### config.mk
export PLATFORM = sky130hd
export DESIGN_NAME = cfg_frame_loader
export DESIGN_NICKNAME = d
export VERILOG_FILES = /design/src/rtl/cfg_frame_loader.sv
export SDC_FILE = /design/constraint.sdc
export NUM_CORES = 1
export LEC_CHECK = 0
export BUFFER_PORTS_ARGS = -buffer_cell sky130_fd_sc_hd__buf_2
export CELL_PAD_IN_SITES_DETAIL_PLACEMENT = 0
export CELL_PAD_IN_SITES_GLOBAL_PLACEMENT = 1
export CORE_MARGIN = 2
export CORE_UTILIZATION = 47
export CTS_BUF_LIST = sky130_fd_sc_hd__clkbuf_8
export CTS_CLUSTER_DIAMETER = 80
export DETAILED_ROUTE_END_ITERATION = 16
export PLACE_DENSITY_LB_ADDON = 0.1
export SYNTH_ARGS = -nofsm -noshare
export SYNTH_HDL_FRONTEND = slang
export SYNTH_SLANG_ARGS = --single-unit
### constraint.sdc
create_clock -name clk -period 2.6 [get_ports clk]
set_input_delay 0.52 -clock clk [delete_from_list [all_inputs] [get_ports clk]]
set_output_delay 0.52 -clock clk [all_outputs]
set_load 0.05 [all_outputs]
### src/rtl/cfg_frame_loader.sv
// rtl/cfg_frame_loader.sv - framed byte-stream loader for the 32-bit config register
//
// Accepts a byte stream (HEADER, k1, k2, k3, ctrl, XOR checksum), assembles
// the word {k1, k2, k3, ctrl} and writes it to the config register with a
// one-cycle strobe. The write is held until the datapath reports idle.
//
// Ports:
//   clk        in   system clock, rising edge
//   rst        in   asynchronous active-low reset
//   in_valid   in   byte offered on in_data
//   in_data    in   [7:0] offered byte
//   in_ready   out  byte can be accepted (low only while a commit is pending)
//   sys_idle   in   encrypt/decrypt units have nothing in flight
//   cfg_wen    out  one-cycle config write strobe
//   cfg_data   out  [31:0] last committed config word
//   frame_ok   out  one-cycle pulse with cfg_wen
//   err        out  one-cycle pulse when a frame is aborted
//   err_code   out  [1:0] cause of last abort: 01 checksum, 10 timeout

module cfg_frame_loader #(
   parameter logic [7:0]  HEADER  = 8'hA5,
   parameter logic [15:0] TIMEOUT = 16'd1000
) (
   input  logic        clk,
   input  logic        rst,
   input  logic        in_valid,
   input  logic [7:0]  in_data,
   output logic        in_ready,
   input  logic        sys_idle,
   output logic        cfg_wen,
   output logic [31:0] cfg_data,
   output logic        frame_ok,
   output logic        err,
   output logic [1:0]  err_code
);

   typedef enum logic [1:0] {
      S_IDLE   = 2'd0,
      S_DATA   = 2'd1,
      S_CHK    = 2'd2,
      S_COMMIT = 2'd3
   } state_t;

   state_t      state, state_nxt;
   logic [1:0]  idx;
   logic [7:0]  chk;
   logic [31:0] shadow;
   logic [15:0] cnt;

   logic accept;
   logic in_frame;
   logic tmo;
   logic chk_bad;
   logic commit;

   assign in_ready = (state != S_COMMIT);
   assign accept   = in_valid && in_ready;
   assign in_frame = (state == S_DATA) || (state == S_CHK);

   // The counter reaches TIMEOUT on this edge; an accepted byte wins over it.
   assign tmo      = in_frame && !accept && (cnt == TIMEOUT - 16'd1);
   assign chk_bad  = (state == S_CHK) && accept && (in_data != chk);
   assign commit   = (state == S_COMMIT) && sys_idle;

   always_ff @(posedge clk or negedge rst) begin
      if (!rst) begin
         state <= S_IDLE;
      end else begin
         state <= state_nxt;
      end
   end

   always_comb begin
      state_nxt = state;
      case (state)
         S_IDLE: begin
            if (accept && in_data == HEADER) state_nxt = S_DATA;
         end
         S_DATA: begin
            if (accept && idx == 2'd3) state_nxt = S_CHK;
            else if (tmo)              state_nxt = S_IDLE;
         end
         S_CHK: begin
            if (accept)   state_nxt = (in_data == chk) ? S_COMMIT : S_IDLE;
            else if (tmo) state_nxt = S_IDLE;
         end
         S_COMMIT: begin
            if (sys_idle) state_nxt = S_IDLE;
         end
         default: state_nxt = S_IDLE;
      endcase
   end

   always_ff @(posedge clk or negedge rst) begin
      if (!rst) begin
         idx      <= 2'd0;
         chk      <= 8'h00;
         shadow   <= 32'h0000_0000;
         cnt      <= 16'd0;
         cfg_wen  <= 1'b0;
         frame_ok <= 1'b0;
         err      <= 1'b0;
         err_code <= 2'b00;
         cfg_data <= 32'h0000_0000;
      end else begin
         cfg_wen  <= commit;
         frame_ok <= commit;
         err      <= chk_bad || tmo;

         if (chk_bad)  err_code <= 2'b01;
         else if (tmo) err_code <= 2'b10;

         if (commit) cfg_data <= shadow;

         if (state == S_IDLE && accept && in_data == HEADER) begin
            idx <= 2'd0;
            chk <= 8'h00;
         end else if (state == S_DATA && accept) begin
            // Base bit 31-8*idx, i.e. {~idx, 3'b111}: payload lands MSB-first.
            shadow[{~idx, 3'b111} -: 8] <= in_data;
            chk <= chk ^ in_data;
            idx <= idx + 2'd1;
         end

         // Runs only inside a frame; any accepted byte restarts it, and the
         // IDLE clear covers entry into DATA.
         if (!in_frame || accept || tmo) cnt <= 16'd0;
         else                            cnt <= cnt + 16'd1;
      end
   end

endmodule
## Yosys cells after proc, flatten, opt, wreduce, memory -nomap -nowiden

Cells that the tools add are included.

| word-level totals | value |
|---|---|
| bits in registers | 96 |
| latch bits | 0 |
| memory bits (writable) | 0 |
| ROM bits | 0 |
| input port bits | 12 |
| output and inout bits | 38 |
| logic and storage cells | 65 |
| memories kept | 0 |

| operators by class | value |
|---|---|
| $add $sub $neg | 3 |
| multiply operators | 0 |
| divide/modulo/power cells | 0 |
| magnitude comparators | 0 |
| equal/unequal tests | 11 |
| shift operators | 2 |
| multiplexer cells | 15 |
| bitwise logic cells | 3 |
| reduce and logical (&&, ||, !) cells | 22 |

Operators by type and width:

| kind | number |
|---|---|
| $shift 8x7->39 const A | 1 |
| $shiftx 8x7->39 | 1 |
| $bwmux 32 | 1 |
| $mux 2 | 10 |
| $add 16x1->16 const B | 1 |
| $eq 16x10->1 const B | 1 |
| $mux 16 | 1 |
| $mux 8 | 2 |
| $logic_and 1x1->1 | 11 |
| $eq 8x8->1 | 1 |
| $eq 8x8->1 const B | 1 |
| $ne 8x8->1 | 1 |
| $pmux 2 s4 | 1 |
| $xor 8x8->8 | 1 |
| $neg 5->7 | 1 |
| $eq 2x2->1 const B | 3 |
| $ne 2x2->1 const B | 3 |
| $logic_or 1x1->1 | 4 |
| $reduce_and 2->1 | 2 |
| $reduce_bool 2->1 | 2 |
| $add 2x1->2 const B | 1 |
| $eq 2x1->1 const B | 1 |
| $logic_not 1->1 | 2 |
| $logic_not 2->1 | 1 |
| other kinds (2) | 2 |

## Depth between registers and ports, before layout

Gate-level depths: netlist of the first run.

| logic depth | value |
|---|---|
| word-level depth | 8 |
| depth in mapped cells | 9 |
| mapped depth without buffers | 7 |

## Worst setup path before layout of the first run

Ideal clock, no wire load.

| timing path | value |
|---|---|
| path kind | input to register |
| from | input port in_data[1] |
| to | register shadow[30] |
| library setup time | 0.119 ns |
| data arrival time | 2.074 ns |
| data required time | 2.481 ns |
| setup slack | 0.407 ns |
| stages on the path | 8 |
| buffers on the path | 3 |
| path through | buf_2 -> or4b_4 -> o311a_4 -> and2_4 -> buf_6 -> buf_8 -> nand3_1 -> o21ai_2 |

| on the way | value |
|---|---|
| cells in the longest elaborated chain, start to end | 4 |
| elaborated cells on any way between the ends | 6 |
| classes of those cells | eq/ne (1); shift (1); mux (1); bitwise (1); reduce/logical (2) |

Ends and longest elaborated chain:

| what | line | RTL |
|---|---|---|
| from (decl) | 27 | `input logic [7:0] in_data,` |
| parallel branches: the longest is 4 deep, another holds $shiftx 8x7->39 | n/a |  |
| to (signal, indexed assignment) | 120 | `shadow[{~idx, 3'b111} -: 8] <= in_data;` |
| to (decl) | 47 | `logic [31:0] shadow;` |

Several ways; the timed one is not identified.
A chain may end at the register's enable or synchronous reset.

## Worst setup path in the final report of the first run

| timing path | value |
|---|---|
| from | register state[0] |
| to | register shadow[1] |

| on the way | value |
|---|---|
| cells in the longest elaborated chain, start to end | 6 |
| elaborated cells on any way between the ends | 9 |
| classes of those cells | eq/ne (2); bitwise (1); reduce/logical (6) |

Ends and longest elaborated chain:

| what | line | RTL |
|---|---|---|
| from (decl) | 44 | `state_t state, state_nxt;` |
| from (signal assigned) | 69 | `state <= state_nxt;` |
| $ne 2x2->1 | 56 | `assign in_ready = (state != S_COMMIT);` |
| $logic_and 1x1->1 | 57 | `assign accept = in_valid && in_ready;` |
| $logic_and 1x1->1 (2 in a row) | 115 | `if (state == S_IDLE && accept && in_data == HEADER) begin` |
| $not 1->1 (no line) | n/a |  |
| $reduce_and 2->1 (no line) * | n/a |  |

Every way passes the cells marked *; elsewhere a longest branch is shown, timed or not.

==> impl_metrics.yaml, run 1 <==
clock_tree:
  cts_resized: 0
  cts_max_level: 3
  cts_sinks: 96
  clk_pin_slew_ps: 100
  clk-insertion-delay-late_ps: 360
  root_buffer: "clkbuf_8"
  hold_buffers: 0
  cts_buffers: 9
  clockBufferDepth: 2
  cts_tree: "built"
  post-cts-setup-buffers: 0
global_route:
  busiest_layer: "met1"
  grt_pass1_vias: 2865
  overflow: 0
  grt_start_max_net_pins: 75
  grtUsageMet3_pct: 2.65
  grt.met2_usage_pct: 26.0
  antenna_found_initial: 0
  grt_pass1_wl_microns: 14400
  use_met1_pct: 28.9
  grt_use_total_pct: 18.5
timing:
  setup_viol: 0
  rsz0062_at_grt: "no"
  setup_slack_ps: 623
  final-hold-violation-count: 0
  worst_hold_slack_ps: 49.9
  final.period_utilization_pct: 76.0
  clock_skew_ps: 13.5
  tightest_slew_ps: 652
  tns_ps: 0
  fmaxAchievable_mhz: 506
  slew_violations: 0
  period_needed_ps: 1980
  max-slew-margin-rel_pct: 56.3
finish:
  fillers: 815
  area_growth_pct: 12.4
  finalNonFillerCells: 578
  drive_above_1_share_pct: 24.0
  final_area_sq_um: 4850
  antenna-diode-count: 0
  final_nets: 487
  utilization_pct: 55.0
synthesis:
  netlist_instances: 417
  ys_seq_area_share_pct: 55.7
  synth.distinct_cells: 43
  synthFlopType: "dfrtp_1"
  syn_nets: 439
  synthesis.area_sq_um: 4310
  ys_warn_count: 0
  syn_area_per_cell_sq_um: 10.3
  synth_edf_count: 0
  async_reset_ff_share_pct: 100
  ys_ff_latch: 96
  synth.top_cell.area_share_pct: 55.7
  synth_top_area_cell: "dfrtp_1"
  synth_area_leaders: "dfrtp_1 (56%), o21ai_0 (6.4%), mux2_2 (6.3%), nand2_1 (5.8%), ha_1 (2.9%)"
critical_path:
  crit_type: "reg2reg"
  cp_slowest_stage_delay_ps: 430
  cpMaxStageDelayCell: "dfrtp_1"
  crit_path_frequent_cell: "nand2_1"
  ff2ff_path_depth: 7
  cp_top_family: "simple AND/OR/NAND/NOR gates"
  cp.required_ps: 2820
  crit_fanout: 16
  cp.buffers_inverters: 1
  start_kind: "flip-flop"
  cp.arrival_ps: 2200
  worstPathCellList: "ha_1 > nor2b_1 > buf_4 > o311a_4 > nand2_1 > nand2_1 > o21ai_0"
  end_kind: "flip-flop"
  worst-path-stages: 7
power_and_ir_drop:
  peakVddDrop_uv: 543
  netSwitchingPower_mw: 1.77
  report.power.total_mw: 4.46
  power.internal_mw: 2.69
  power_frac_seq_pct: 47.3
  clock_power_share_pct: 20.9
  leakage_nw: 2.35
  powerDensity_nw_per_um2: 921
  swShare_pct: 39.7
  p_comb_share_pct: 31.8
placement:
  dp_hpwl_microns: 5920
  dpl.cell_count: 562
  dpl_worst_slack_ps: 305
  globalplace.congestion: 0.791
  placed_area_sq_um: 4660
  port_buffers: 49
detailed_routing:
  drt-pass1-iter-count: 4
  wl_per_cell_microns: 15.1
  drt_iter0_markers: 121
  route.detailed.drc: 0
  totalWireLength_microns: 8700
  vias: 2968
  antenna_left: 0
  via_per_inst: 5.13
job:
  cap_violations: 0
floorplanning:
  io-pin-count: 50
  dieArea_sq_um: 9960
  die_w_microns: 99.8
  core_region_area_sq_um: 8810
  die-height_microns: 99.8
  initial_core_util_pct: 49.0
  rows: 34
min_path:
  hold_class: "in2async"
status:
  status: "complete, no violations"
==> worst reg2reg max path, stage by stage, from the launching register on <==
cell and delay [ps]:
dfrtp_1 430, ha_1 260, nor2b_1 130, buf_4 160, o311a_4 300, nand2_1 310, nand2_1 160, o21ai_0 90
==> synthesized netlist by cell type, types with 4 or more instances <==
library cell,n
a21oi_1,4
buf_1,4
buf_2,5
clkbuf_1,7
dfrtp_1,96
ha_1,10
inv_1,19
mux2_2,24
nand2_1,67
nand3_1,23
nor2_1,31
nor3_1,6
o21ai_0,55
o21ai_2,8
xnor2_1,8
xor2_1,12
==> path summary, 6_finish.rpt <==
check | start | to | slack (ps)
max | state[0] | shadow[1] | 620
min | rst | cnt[6] | 50
max in group asynchronous | rst | chk[4] | 1850
max reg2reg | state[0] | shadow[1] | 620
min in group clk | cfg_data[29] | cfg_data[29] | 480
min reg2reg | cfg_data[29] | cfg_data[29] | 480
==> routing by layer <==
layer  routed length (microns)  share of wire (%)  up-vias
li1                          -                  -     1502
met1                      4720                 54     1402
met2                      3580                 41       54
met3                       256                2.9       10
met4                       138                1.6        0
met5                         0                  0        -
==> area by class of cell <==
type / instances / area, sq um / share of cell area (%)
clock buffers: 10 / 138 / 2.84
clock inverters: 6 / 51.3 / 1.06
inverters: 19 / 71.3 / 1.47
multi-input cells: 280 / 1710 / 35.4
flip-flops and latches: 96 / 2400 / 49.6
well taps: 108 / 135 / 2.79
repair buffers: 59 / 335 / 6.92
==> state kept, by name (all words and copies together) (netlist names) <==
signal,cells
frame_ok,1
err,1
state,2
cnt,16
chk,8
idx,2
cfg_data,32
shadow,32
err_code,2
==> logic make-up after synthesis <==
kind of cell               Yosys count  synth area share [%]
muxes                               24                  6.26
xor gates and xnor gates            20                  4.06
and+or+nand+nor                    148                  15.5
AOI/OAI and AO/OA                   78                  11.0
DFF                                 96                  55.7
buffers and inverters               41                  4.58
adders and majority gates           10                  2.90
==> power by group through the flow <==
stage	combinational (mW)	clock [mW]	sequential, mW
after floorplan	0.853	0	2.36
after global placement	1.41	0	2.14
after detailed placement	1.43	0	2.15
after CTS	1.44	0.970	2.11
after global routing	1.59	1.03	2.17
final	1.42	0.932	2.11
==> layout by cell type (no fill, tap or decap), drive strengths merged, types with 2 or more instances in the layout <==
cell type / Yosys / final
nand2: 68 / 68
nand4: 3 / 3
or3: 2 / 2
o21ai: 64 / 64
nor3: 6 / 6
inv: 19 / 21
nor4: 3 / 3
a22o: 2 / 2
mux2: 24 / 24
nor2: 31 / 31
xnor2: 8 / 8
nand3: 23 / 23
a21oi: 4 / 4
nand2b: 3 / 3
buf: 15 / 59
clkinvlp: 0 / 3
ha: 10 / 10
clkbuf: 7 / 10
dfrtp: 96 / 96
xor2: 12 / 12
(Power assumes the default switching activity.)
==> run 2: changes to the inputs <==
Clock period 2.6 ns to 2.02 ns, I/O delays scaled along.
==> impl_metrics.yaml, run 2 (synthesis gave the netlist of run 1 again) <==
finish:
  reg_top3: "cfg_data: 32 flops, shadow: 32 flops, cnt: 16 flops"
  fillers: 792
  area_growth_pct: 15.5
  final_nets: 502
  drive_above_1_share_pct: 26.7
  most-common-layout-cells: "dfrtp_1 (96), nand2_1 (67), o21ai_0 (55)"
  finalNonFillerCells: 592
  antenna-diode-count: 0
  mostFrequentLayoutCell: "dfrtp_1"
timing:
  tns_ps: 0
  clock_skew_ps: 13.8
  max-slew-margin-rel_pct: 60.7
  rsz0062_at_grt: "no"
  final-hold-violation-count: 0
  period_needed_ps: 1860
  tightest_slew_ps: 588
  fmaxAchievable_mhz: 538
  final.period_utilization_pct: 92.1
  setup_viol: 0
  slew_violations: 0
global_route:
  grt_pass1_vias: 2893
  grt_use_total_pct: 18.6
  grt_pass1_wl_microns: 14500
  antenna_found_initial: 0
  grt_start_max_net_pins: 44
  overflow: 0
critical_path:
  crit_type: "reg2reg"
  crit_fanout: 4
  end_kind: "flip-flop"
  start_kind: "flip-flop"
  cp.arrival_ps: 2100
  cp.required_ps: 2260
floorplanning:
  io-pin-count: 50
  core_region_area_sq_um: 8810
  dieArea_sq_um: 9960
  initial_core_util_pct: 49.0
  die-height_microns: 99.8
  die_w_microns: 99.8
  rows: 34
status:
  status: "complete, no violations"
detailed_routing:
  wl_per_cell_microns: 14.5
  drt-pass1-iter-count: 4
  via_per_inst: 5.15
  drt_iter0_markers: 101
  antenna_left: 0
  totalWireLength_microns: 8570
  vias: 3051
  route.detailed.drc: 0
power_and_ir_drop:
  powerDensity_nw_per_um2: 1150
  report.power.total_mw: 5.75
  leakage_nw: 2.43
  peakVddDrop_uv: 629
clock_tree:
  cts_sinks: 96
  clk-insertion-delay-late_ps: 350
  clockBufferDepth: 2
  cts_tree: "built"
  cts_max_level: 3
  root_buffer: "clkbuf_8"
  cts_buffers: 9
  clk_pin_slew_ps: 90
  post-cts-setup-buffers: 0
placement:
  dp_hpwl_microns: 6280
  port_buffers: 49
  dpl.cell_count: 576
  globalplace.congestion: 0.805
job:
  cap_violations: 0
min_path:
  hold_class: "in2reg"
## run 2: cell count changes in the layout (fill, tap and decap cells not counted)
cell,delta
buf_4,+12
buf_12,+2
nand3_1,-2
nand3_2,+2
clkbuf_8,-1
clkinv_2,+1
clkinv_4,+1
clkinvlp_4,-1
dlygate4sd3_1,+1
inv_8,-1
o21ai_1,-1
o21ai_2,+1
## run 2: per-layer routing
layer	up-vias	routed length [microns]	track usage [%]	share of wire (%)
li1	1530	-	-	-
met1	1469	4310	27.5	50
met2	48	3930	28.5	46
met3	4	276	3.13	3.2
met4	0	52	5.48	0.61
met5	-	0	0	0
## run 2: cell type report
type	count	area, sq um	share of cell area [%]
Clock buffer	9	124	2.49
Clock inverter	6	46.3	0.929
Inverter	19	71.3	1.43
Multi-Input combinational cell	280	1730	34.7
Sequential cell	96	2400	48.2
Tap cell	108	135	2.71
Timing Repair Buffer	74	475	9.54
## run 2: worst max-delay path, cell delays in order (launching register included)
cell	delay [ps]
dfrtp_1	440
ha_1	260
nand2b_1	220
o31ai_1	450
o41ai_1	170
a32o_1	230
## run 2: final timing paths
| kind | startpoint | endpoint | slack (ps) | cells past startpoint |
|---|---|---|---|---|
| setup / recovery | state[0] | state[1] | 160 | 5 |
| hold / removal | in_data[2] | chk[2] | 370 | 3 |
| setup reg to reg | state[0] | state[1] | 160 | 5 |
| hold reg to reg | shadow[10] | shadow[10] | 480 | 2 |
| max in group asynchronous | rst | cnt[1] | 1000 | 3 |
| min in group asynchronous | rst | cfg_data[1] | 480 | 2 |
## run 2: repair_timing
item / 4_1_cts / 5_1_grt
resized for setup: 0 / 1
endpoints found under the hold margin: 19 / 0
setup endpoints to repair: 0 / 8
hold buffers: 1 / 0
## run 2: through the flow
| stage | util [%] | hold slack (ps) | instance area, sq um | worst slack (ps) |
|---|---|---|---|---|
| final | 56.6 | 368 | 4980 | 160 |
| after global routing | 56.6 | 377 | 4980 | 25.5 |
| after floorplan | - | 108 | 4330 | -44.7 |
| after detailed placement | 54.5 | 313 | 4800 | -56.2 |
| after global placement | 54.5 | 315 | 4800 | -6.59 |
| after CTS | 56.5 | 349 | 4980 | 128 |
## run 2: report_power, final
| part | total (mW) | internal, mW | leakage [nW] | switching [mW] |
|---|---|---|---|---|
| sequential | 2.70 | 2.39 | 1.31 | 0.312 |
| clock | 1.11 | 0.447 | 0.0817 | 0.658 |
| combinational | 1.95 | 0.668 | 1.04 | 1.28 |
| total | 5.75 | 3.50 | 2.43 | 2.25 |
